--- config.mk ---
export PLATFORM = sky130hd
export DESIGN_NAME = nexthop_lookup_pipe
export DESIGN_NICKNAME = d
export VERILOG_FILES = /design/src/rtl/nexthop_lookup_pipe.sv
export SDC_FILE = /design/constraint.sdc
export NUM_CORES = 1
export LEC_CHECK = 0
export BUFFER_PORTS_ARGS = -buffer_cell sky130_fd_sc_hd__buf_2
export CAP_MARGIN = 15
export CORE_MARGIN = 2
export CORE_UTILIZATION = 50
export CTS_BUF_LIST = sky130_fd_sc_hd__clkbuf_4
export CTS_CLUSTER_DIAMETER = 40
export CTS_CLUSTER_SIZE = 24
export DETAILED_ROUTE_END_ITERATION = 12
export GPL_TIMING_DRIVEN = 0
export PLACE_DENSITY = 0.71
export REMOVE_ABC_BUFFERS = 1
export SLEW_MARGIN = 0
export SYNTH_ARGS = -nofsm -noshare
export SYNTH_HDL_FRONTEND = slang
export SYNTH_SLANG_ARGS = --single-unit
--- constraint.sdc ---
create_clock -name clk -period 2 [get_ports clk]
set_input_delay 0.1 -clock clk [delete_from_list [all_inputs] [get_ports clk]]
set_output_delay 0.1 -clock clk [all_outputs]
set_load 0.03 [all_outputs]
--- src/rtl/nexthop_lookup_pipe.sv ---
// Per-channel next-hop lookup against a programmable match/mask table, with a
// one-deep registered result stage, home memory controller lookup and miss counters.
module nexthop_lookup_pipe #(
  parameter int          NUM_INPUTS = 4,
  parameter int          DEST_W     = 8,
  parameter int          NHOP_W     = 5,
  parameter int          NUM_MEM    = 2,
  parameter int unsigned MEM_BASE   = 32'hF0,
  parameter int          CNT_W      = 16,
  localparam int         NUM_ENTRIES = NUM_INPUTS * NHOP_W,
  localparam int         IDX_W       = (NUM_ENTRIES > 1) ? $clog2(NUM_ENTRIES) : 1
) (
  input  logic                           clk,
  input  logic                           rst_n,
  input  logic [NUM_INPUTS-1:0]          in_valid,
  output logic [NUM_INPUTS-1:0]          in_ready,
  input  logic [NUM_INPUTS*DEST_W-1:0]   in_dest,
  output logic [NUM_INPUTS-1:0]          out_valid,
  input  logic [NUM_INPUTS-1:0]          out_ready,
  output logic [NUM_INPUTS*NHOP_W-1:0]   out_nhop,
  output logic [NUM_INPUTS*NHOP_W-1:0]   out_mem_nhop,
  output logic [NUM_INPUTS-1:0]          out_miss,
  output logic [NUM_INPUTS-1:0]          out_mem_miss,
  input  logic                           cfg_we,
  input  logic [IDX_W-1:0]               cfg_idx,
  input  logic                           cfg_en,
  input  logic [DEST_W-1:0]              cfg_value,
  input  logic [DEST_W-1:0]              cfg_mask,
  output logic [NUM_INPUTS*CNT_W-1:0]    miss_cnt,
  input  logic                           miss_clr
);

  localparam logic [DEST_W-1:0] MEM_BASE_W = DEST_W'(MEM_BASE);
  // NUM_MEM is a power of two, so the modulo reduces to a low-bit mask.
  localparam logic [DEST_W-1:0] MEM_SEL    = DEST_W'(NUM_MEM - 1);

  logic                tbl_en_q   [NUM_ENTRIES];
  logic                tbl_en_d   [NUM_ENTRIES];
  logic [DEST_W-1:0]   tbl_val_q  [NUM_ENTRIES];
  logic [DEST_W-1:0]   tbl_val_d  [NUM_ENTRIES];
  logic [DEST_W-1:0]   tbl_mask_q [NUM_ENTRIES];
  logic [DEST_W-1:0]   tbl_mask_d [NUM_ENTRIES];

  logic [NUM_INPUTS-1:0]        out_valid_q, out_valid_d;
  logic [NUM_INPUTS*NHOP_W-1:0] nhop_q, nhop_d;
  logic [NUM_INPUTS*NHOP_W-1:0] mem_nhop_q, mem_nhop_d;
  logic [NUM_INPUTS-1:0]        miss_q, miss_d;
  logic [NUM_INPUTS-1:0]        mem_miss_q, mem_miss_d;
  logic [NUM_INPUTS*CNT_W-1:0]  miss_cnt_q, miss_cnt_d;

  logic [NUM_INPUTS*NHOP_W-1:0] look_nhop, look_mem;
  logic [NUM_INPUTS-1:0]        accept;
  logic [DEST_W-1:0]            dest, mem_addr;
  logic [CNT_W-1:0]             cnt;

  assign in_ready = ~out_valid_q | out_ready;
  assign accept   = in_valid & in_ready;

  always_comb begin
    tbl_en_d   = tbl_en_q;
    tbl_val_d  = tbl_val_q;
    tbl_mask_d = tbl_mask_q;
    if (cfg_we && (int'(cfg_idx) < NUM_ENTRIES)) begin
      tbl_en_d[cfg_idx]   = cfg_en;
      tbl_val_d[cfg_idx]  = cfg_value;
      tbl_mask_d[cfg_idx] = cfg_mask;
    end
  end

  // Walk from the highest hop down so the lowest matching index is written last.
  always_comb begin
    look_nhop = '0;
    look_mem  = '0;
    dest      = '0;
    mem_addr  = '0;
    for (int i = 0; i < NUM_INPUTS; i++) begin
      dest     = in_dest[i*DEST_W +: DEST_W];
      mem_addr = MEM_BASE_W + (dest & MEM_SEL);
      for (int j = NHOP_W - 1; j >= 0; j--) begin
        if (tbl_en_q[i*NHOP_W+j] &&
            ((dest & tbl_mask_q[i*NHOP_W+j]) == (tbl_val_q[i*NHOP_W+j] & tbl_mask_q[i*NHOP_W+j]))) begin
          look_nhop[i*NHOP_W +: NHOP_W] = '0;
          look_nhop[i*NHOP_W + j]       = 1'b1;
        end
        if (tbl_en_q[i*NHOP_W+j] &&
            ((mem_addr & tbl_mask_q[i*NHOP_W+j]) == (tbl_val_q[i*NHOP_W+j] & tbl_mask_q[i*NHOP_W+j]))) begin
          look_mem[i*NHOP_W +: NHOP_W] = '0;
          look_mem[i*NHOP_W + j]       = 1'b1;
        end
      end
    end
  end

  always_comb begin
    out_valid_d = out_valid_q;
    nhop_d      = nhop_q;
    mem_nhop_d  = mem_nhop_q;
    miss_d      = miss_q;
    mem_miss_d  = mem_miss_q;
    miss_cnt_d  = miss_cnt_q;
    cnt         = '0;
    for (int i = 0; i < NUM_INPUTS; i++) begin
      if (accept[i]) begin
        out_valid_d[i]                 = 1'b1;
        nhop_d[i*NHOP_W +: NHOP_W]     = look_nhop[i*NHOP_W +: NHOP_W];
        mem_nhop_d[i*NHOP_W +: NHOP_W] = look_mem[i*NHOP_W +: NHOP_W];
        miss_d[i]                      = ~|look_nhop[i*NHOP_W +: NHOP_W];
        mem_miss_d[i]                  = ~|look_mem[i*NHOP_W +: NHOP_W];
      end else if (out_ready[i]) begin
        out_valid_d[i] = 1'b0;
      end
      cnt = miss_cnt_q[i*CNT_W +: CNT_W];
      if (miss_clr) begin
        miss_cnt_d[i*CNT_W +: CNT_W] = '0;
      end else if (accept[i] && ~|look_nhop[i*NHOP_W +: NHOP_W] && (cnt != '1)) begin
        miss_cnt_d[i*CNT_W +: CNT_W] = cnt + 1'b1;
      end
    end
  end

  always_ff @(posedge clk or negedge rst_n) begin
    if (!rst_n) begin
      for (int e = 0; e < NUM_ENTRIES; e++) begin
        tbl_en_q[e]   <= 1'b0;
        tbl_val_q[e]  <= '0;
        tbl_mask_q[e] <= '0;
      end
      out_valid_q <= '0;
      nhop_q      <= '0;
      mem_nhop_q  <= '0;
      miss_q      <= '0;
      mem_miss_q  <= '0;
      miss_cnt_q  <= '0;
    end else begin
      tbl_en_q    <= tbl_en_d;
      tbl_val_q   <= tbl_val_d;
      tbl_mask_q  <= tbl_mask_d;
      out_valid_q <= out_valid_d;
      nhop_q      <= nhop_d;
      mem_nhop_q  <= mem_nhop_d;
      miss_q      <= miss_d;
      mem_miss_q  <= mem_miss_d;
      miss_cnt_q  <= miss_cnt_d;
    end
  end

  assign out_valid    = out_valid_q;
  assign out_nhop     = nhop_q;
  assign out_mem_nhop = mem_nhop_q;
  assign out_miss     = miss_q;
  assign out_mem_miss = mem_miss_q;
  assign miss_cnt     = miss_cnt_q;

endmodule

==> impl_metrics.py, run 1 <==
metrics = {
    "critical_path": {
        "critPathArrivalTime_ns": 2.89,
        "worstPathRequired_ns": 2.68,
        "start_kind": "flip-flop",
        "rrSetupSlack_ns": -0.22,
        "crit_cells": 7,
        "crit_path_start": "tbl_val_q[81]",
        "r2r-end": "miss_cnt[25]",
        "worst-path-max-fanout": 7,
        "critPathBufInv": 1,
        "max_stage_delay_ns": 0.44,
        "critPathTopFamily": "simple AND/OR/NAND/NOR gates",
        "slowest_stage": "a222oi_1",
        "path_cells": "xor2_1 -> a222oi_1 -> buf_4 -> nand4_4 -> nand4_1 -> nor3_2 -> mux2_1",
        "path_class": "reg2reg",
        "timing.rr.start": "tbl_val_q[81]",
        "cp-endpoint": "miss_cnt[25]",
        "rr_worst_depth": 7,
        "endpoint_kind": "flip-flop",
    },
    "final_layout": {
        "drive_above_1_share_pct": 41.88,
        "nets": 2239,
        "seq_area_sq_um": 11420,
        "final_core_util_pct": 61.39,
        "multi_input_area_sq_um": 10880,
        "areaGrowthSynthToFinish_pct": 21.96,
        "nFillCells": 3480,
    },
    "pwr": {
        "p_per_area_nw_per_um2": 965.7,
        "peakVddDrop_mv": 0.5093,
        "p_leak_nw": 12.42,
    },
    "routing": {
        "drc": 0,
        "dr_total_vias": 16880,
        "drt_iter0_markers": 1574,
        "wl_per_cell_um": 21.92,
        "ant_nets": 0,
        "firstDrtPassIters": 6,
        "vias_per_cell": 5.978,
        "drt_wl_total_um": 61880,
    },
    "sta": {
        "rsz0062_at_grt": "yes",
        "timing.hold.ws_ns": -0.03052,
        "max_slew.worst_pin.slew_ns": 0.9798,
        "hold_violations": 1,
        "fin_skew_ns": 0.08219,
        "fmax_mhz": 451.3,
        "min_period_ns": 2.216,
        "setup_violations": 50,
        "final.setup.worst_slack_ns": -0.2158,
        "period_share_pct": 110.8,
        "slew_headroom_pct": 34.44,
        "slew_violations": 0,
    },
    "synthesis": {
        "yosysWarnings": 0,
        "synth_simple_gate_area_share_pct": 10.33,
        "yosysUniqueCellTypes": 61,
        "post-synth-top-count-cell": "dfrtp_1",
        "ys_top_cells_by_count": "dfrtp_1 (456), mux2_2 (342), xor2_1 (157)",
        "synth_xor_area_share_pct": 6.358,
        "syn_inst": 1860,
        "synth_area_leader_cell": "dfrtp_1",
        "synth_top_family_by_area": "multiplexers",
        "synth_fa_ha_area_share_pct": 0.2258,
        "ys_seq_elements": 456,
        "syn_area_per_cell_sq_um": 11.91,
        "yosys-top-cells-area": "dfrtp_1 (51%), mux2_2 (17%), xor2_1 (6.2%)",
        "synth_edf_count": 0,
        "synth_ff_type": "dfrtp_1",
        "synthArstFlopShare_pct": 100.0,
        "netlist.area_leader.share_pct": 51.49,
        "synth-compound-area-share_pct": 8.695,
        "synthesis.area_sq_um": 22160,
        "yosysSeqAreaShare_pct": 51.49,
        "synth_mux_area_share_pct": 18.24,
    },
    "job": {
        "max_cap_violations": 0,
    },
    "global_route": {
        "grt_first_pass_wirelength_um": 91490,
        "grt_pass1_vias": 16340,
        "grt_antenna_before_repair": 7,
        "grt_usage_pct": 25.21,
        "overflow": 0,
        "grt_max_degree": 123,
    },
    "cts": {
        "cts_tree": "yes",
        "cts_buffers": 70,
        "ctsRootBufferMaster": "clkbuf_4",
        "cts.sinks": 456,
        "worstSkewPairLatency_ns": 0.83,
        "h-tree-depth": 3,
        "path_clk_slew_ns": 0.14,
        "cts_buffer_depth": 3,
    },
    "floorplan": {
        "die_w_um": 214.5,
        "dieHeight_um": 214.5,
        "core_area_sq_um": 44030,
        "die_area_sq_um": 46020,
        "start_util_pct": 50.33,
        "ioPinCount": 186,
        "rows": 77,
    },
    "status": {
        "status": "complete, but fails checks",
        "violations": "hold timing, setup timing",
    },
    "placement": {
        "port_buffers": 185,
        "gp_congestion": 0.8134,
        "hpwlAfterDp_um": 34380,
    },
    "worst_hold_path": {
        "hp-class": "in2reg",
    },
}
[metal layers]
layer  GRT usage, %  vias to the layer above  part of all wire (%)
met5              0                        -                     0
li1               -                     7413                     -
met3          4.312                      189                   5.9
met4          8.519                        0                   3.8
met2          40.65                      712                    49
met1          34.72                     8562                    42
[worst min-delay path by stage]
stage                           start          endpoint  depth (start not counted)
after floorplan                 rst_n       miss_cnt[0]                          0
final                      cfg_idx[2]    tbl_mask_q[44]                          4
after global routing       cfg_idx[2]    tbl_mask_q[44]                          4
after CTS                 in_dest[16]  out_mem_nhop[11]                          5
after detailed placement        rst_n      out_valid[0]                          2
after global placement    in_valid[1]      out_valid[1]                          2
[report_power, final]
| group | switching, W | total, W | internal, W |
|---|---|---|---|
| sequential | 0.00127 | 0.0121 | 0.0108 |
| combinational | 0.00359 | 0.00673 | 0.00314 |
| clock | 0.00395 | 0.00731 | 0.00336 |
| total | 0.00880 | 0.0261 | 0.0173 |
[state kept, by name, indices dropped and copies added, names as in the netlist]
| signal | cells |
|---|---|
| tbl_val_q | 160 |
| tbl_en_q | 20 |
| out_mem_nhop | 20 |
| miss_cnt | 64 |
| tbl_mask_q | 160 |
| out_mem_miss | 4 |
| out_nhop | 20 |
| out_miss | 4 |
| out_valid | 4 |
[area by class of cell]
cell class                 instances  share of cell area, %
clock buffer                      75                  2.083
clock inverter                    51                  2.199
sequential                       456                  42.25
antenna                            8                0.07407
tap                              592                  2.741
inverter                          88                  1.222
timing repair buffer             345                  9.180
multi-input combinational       1208                  40.25
[layout by cell type, fill, tap and decap left out, types with 8 or more instances in the layout]
master         instances
buf_2                184
clkbuf_4              75
nand4b_4              14
and4_4                 9
o31ai_1               26
inv_1                 88
a222oi_1              38
nand4_1               40
bufinv_16             10
dfrtp_1              449
a221oi_1               8
xor2_1               157
nand2_1              103
or4_4                 12
a22o_1                 8
mux2_4                11
o21ai_0               35
diode_2                8
inv_6                  8
and3_1                14
buf_4                 84
a21oi_2               12
nand3_1               22
nor3_2                10
nand2b_1              21
or4_1                 13
buf_6                 29
nor2b_1               28
a21boi_1               8
nor4_4                14
a21oi_1               19
nor2_1                43
a22oi_1               54
inv_8                  8
mux2_2               340
dlygate4sd3_1         39
[what timing repair did]
item / 4_1_cts / 5_1_grt
pin swaps: 56 / 92
resized for setup: 84 / 142
endpoints found under the hold margin: 766 / 1
setup buffers: 55 / 56
hold buffers: 40 / 1
endpoints found under the setup margin: 76 / 76
gates cloned: 13 / 6
[worst register-to-register path: cells and delay by family, from the launching register on]
family / cells / cell delay (ns)
AND/OR/NAND/NOR: 3 / 0.47
AO/OA/AOI/OAI: 1 / 0.44
flip-flops: 1 / 0.43
multiplexers: 1 / 0.39
buffers and inverters: 1 / 0.20
XOR/XNOR: 1 / 0.16
[metrics by stage]
step | instances | TNS [ns] | area [sq um] | power [W] | worst slack, ns
after floorplan | 1733 | -22.29 | 21460 | 0.01549 | -0.8005
after global placement | 2510 | -3815.55 | 23130 | 0.01705 | -8.251
final | 2823 | -4.400 | 27030 | 0.02610 | -0.2158
after global routing | 2822 | -8.663 | 27020 | 0.02737 | -0.2544
after detailed placement | 2521 | -21.79 | 23340 | 0.01734 | -0.5518
after CTS | 2755 | -2.508 | 25860 | 0.02546 | -0.1946
[logic make-up (layout without fill, tap and decap cells)]
| kind of cell | Yosys count | in the layout |
|---|---|---|
| adders and majority gates | 4 | 4 |
| other | 0 | 8 |
| DFF | 456 | 456 |
| AOI/OAI and AO/OA | 262 | 266 |
| and+or+nand+nor | 404 | 419 |
| muxes | 359 | 359 |
| buffers and inverters | 215 | 559 |
| xor gates and xnor gates | 160 | 160 |
(Power assumes the default switching activity.)
==> inputs of run 2 (changes only) <==
--- a/config.mk
+++ b/config.mk
@@ -16,6 +16,7 @@
 export GPL_TIMING_DRIVEN = 0
 export PLACE_DENSITY = 0.71
 export REMOVE_ABC_BUFFERS = 1
+export SETUP_SLACK_MARGIN = 0.02
 export SLEW_MARGIN = 0
 export SYNTH_ARGS = -nofsm -noshare
 export SYNTH_HDL_FRONTEND = slang
==> run 2 against run 1 <==
Net effect: the run still ends with hold timing, setup timing left; global-route usage up 0.18 points; sequential power about the same; die area unchanged; combinational power up 3.1%; non-clock buffer count up 25; register-to-register slack worse by 0.07 ns; clock-buffer cell count unchanged; largest power group unchanged.
==> impl_metrics.py, run 2 (synthesized netlist as in run 1, its figures left out) <==
metrics = {
    "status": {
        "status": "complete, but fails checks",
        "violations": "hold timing, setup timing",
    },
    "pwr": {
        "peakVddDrop_mv": 0.5324,
        "p_leak_nw": 12.59,
        "p_per_area_nw_per_um2": 959.1,
    },
    "critical_path": {
        "crit_path_start": "tbl_val_q[81]",
        "worst-path-max-fanout": 7,
        "path_class": "reg2reg",
        "rrSetupSlack_ns": -0.28,
        "critPathArrivalTime_ns": 2.98,
        "path_cells": "xor2_1 -> a222oi_1 -> buf_4 -> nand4_4 -> nand4_1 -> nor3_4 -> mux2_4",
        "worstPathRequired_ns": 2.70,
        "r2r-end": "miss_cnt[25]",
        "cp-endpoint": "miss_cnt[25]",
        "max_stage_delay_ns": 0.44,
        "rr_worst_depth": 7,
        "start_kind": "flip-flop",
        "slowest_stage": "a222oi_1",
        "endpoint_kind": "flip-flop",
        "timing.rr.start": "tbl_val_q[81]",
    },
    "global_route": {
        "grt_most_used_layer": "met2",
        "grt_first_pass_wirelength_um": 92090,
        "use_met3_pct": 4.000,
        "grt_antenna_before_repair": 10,
        "grtUsageMet1_pct": 34.88,
        "grt_usage_pct": 25.39,
        "overflow": 0,
        "grt_max_degree": 123,
        "groute.layer.met2.usage_pct": 41.31,
        "grt_pass1_vias": 16480,
    },
    "routing": {
        "drc": 0,
        "dr_total_vias": 17000,
        "drt_wl_total_um": 63370,
        "firstDrtPassIters": 5,
        "vias_per_cell": 5.972,
        "ant_nets": 0,
        "wl_per_cell_um": 22.26,
        "drt_iter0_markers": 1462,
    },
    "placement": {
        "post-place-ws_ns": -0.5518,
        "port_buffers": 185,
        "hpwlAfterDp_um": 34380,
        "gp_congestion": 0.8134,
        "dp.cells": 2521,
    },
    "sta": {
        "fin_skew_ns": 0.08682,
        "slew_headroom_pct": 33.30,
        "fmax_mhz": 437.6,
        "hold_violations": 1,
        "rsz0062_at_grt": "yes",
        "timing.hold.ws_ns": -0.01015,
        "max_slew.worst_pin.slew_ns": 0.9968,
        "final.setup.worst_slack_ns": -0.2850,
        "setup_violations": 55,
        "slew_violations": 0,
        "period_share_pct": 114.2,
        "min_period_ns": 2.285,
    },
    "final_layout": {
        "areaGrowthSynthToFinish_pct": 23.88,
        "layout_commonest_cell": "dfrtp_1",
        "nFillCells": 3398,
        "final_cell_mix": "dfrtp_1 (448), mux2_2 (339), buf_2 (184)",
        "finalNonFillerCells": 2847,
        "drive_above_1_share_pct": 43.57,
        "nets": 2263,
    },
    "cts": {
        "h-tree-depth": 3,
        "path_clk_slew_ns": 0.14,
        "cts_buffer_depth": 3,
        "cts_tree": "yes",
        "cts.sinks": 456,
        "cts_buffers": 70,
        "worstSkewPairLatency_ns": 0.82,
        "ctsRootBufferMaster": "clkbuf_4",
    },
    "worst_hold_path": {
        "hp-class": "in2reg",
        "hp-start": "cfg_idx[2]",
        "min_delay_path_depth": 4,
    },
    "floorplan": {
        "dieHeight_um": 214.5,
        "ioPinCount": 186,
        "rows": 77,
        "die_area_sq_um": 46020,
        "core_area_sq_um": 44030,
        "start_util_pct": 50.33,
        "die_w_um": 214.5,
    },
    "job": {
        "max_cap_violations": 0,
    },
}
[run 2: cell types whose count changed in the layout (fill, tap and decap cells not counted), moves of 4 or more]
| cell | delta |
|---|---|
| o31ai_2 | +6 |
| a21oi_1 | -4 |
| o31ai_1 | -8 |
| a21oi_2 | +4 |
| buf_4 | +13 |
| or4_4 | +4 |
| buf_6 | +8 |
| or4_1 | -4 |
[run 2: layout make-up]
class                   count  area (sq um)  area share [%]
flip-flops and latches    456         11420           41.60
multi-input cells        1207         11040           40.21
repair buffers            370          2744           9.995
well taps                 592         740.7           2.698
clock inverters            51         594.3           2.165
clock buffers              75         563.0           2.051
inverters                  88         330.3           1.203
diodes                      8         20.02         0.07292
[run 2: timing repair]
action / CTS / global route
setup endpoints to repair: 76 / 77
endpoints found under the hold margin: 766 / 1
setup buffers: 67 / 69
pin swaps: 62 / 100
gates resized for setup: 93 / 176
cloned: 13 / 5
hold buffers: 40 / 1
[run 2: through the flow]
stage / power (W) / util [%] / setup TNS [ns] / instance area, sq um
after floorplan: 0.01549 / - / -22.29 / 21460
after global placement: 0.01705 / 52.52 / -3815.55 / 23130
after detailed placement: 0.01734 / 53.01 / -21.79 / 23340
after CTS: 0.02558 / 59.04 / -2.389 / 26000
after global routing: 0.02761 / 62.34 / -10.89 / 27450
final: 0.02633 / 62.35 / -6.167 / 27450
[run 2: how the worst min path moves through the flow]
stage | slack (ns) | endpoint
after floorplan | -0.20 | miss_cnt[0]
after global placement | 0.31 | out_valid[1]
after CTS | 0.004 | out_mem_nhop[11]
after global routing | 0.007 | tbl_mask_q[25]
final | -0.01 | tbl_mask_q[44]
after detailed placement | 0.19 | out_valid[0]
[run 2: worst max-delay path: cells and delay by family, from the launching register on]
kind	cells	cell delay [ns]
AND/OR/NAND/NOR	3	0.61
AO/OA/AOI/OAI	1	0.44
flip-flops	1	0.43
multiplexers	1	0.32
buffers and inverters	1	0.20
XOR/XNOR	1	0.16
[run 2: power by group]
group	switching, W	internal, W	leakage (nW)
clock	0.00395	0.00336	0.634
combinational	0.00368	0.00327	6.07
sequential	0.00128	0.0108	5.89
total	0.00891	0.0174	12.6
[run 2: layer usage]
layer  vias up  wire (um)
met3       180       3579
li1       7470          -
met1      8672      26510
met4         0       2272
met2       680      31010
met5         -          0
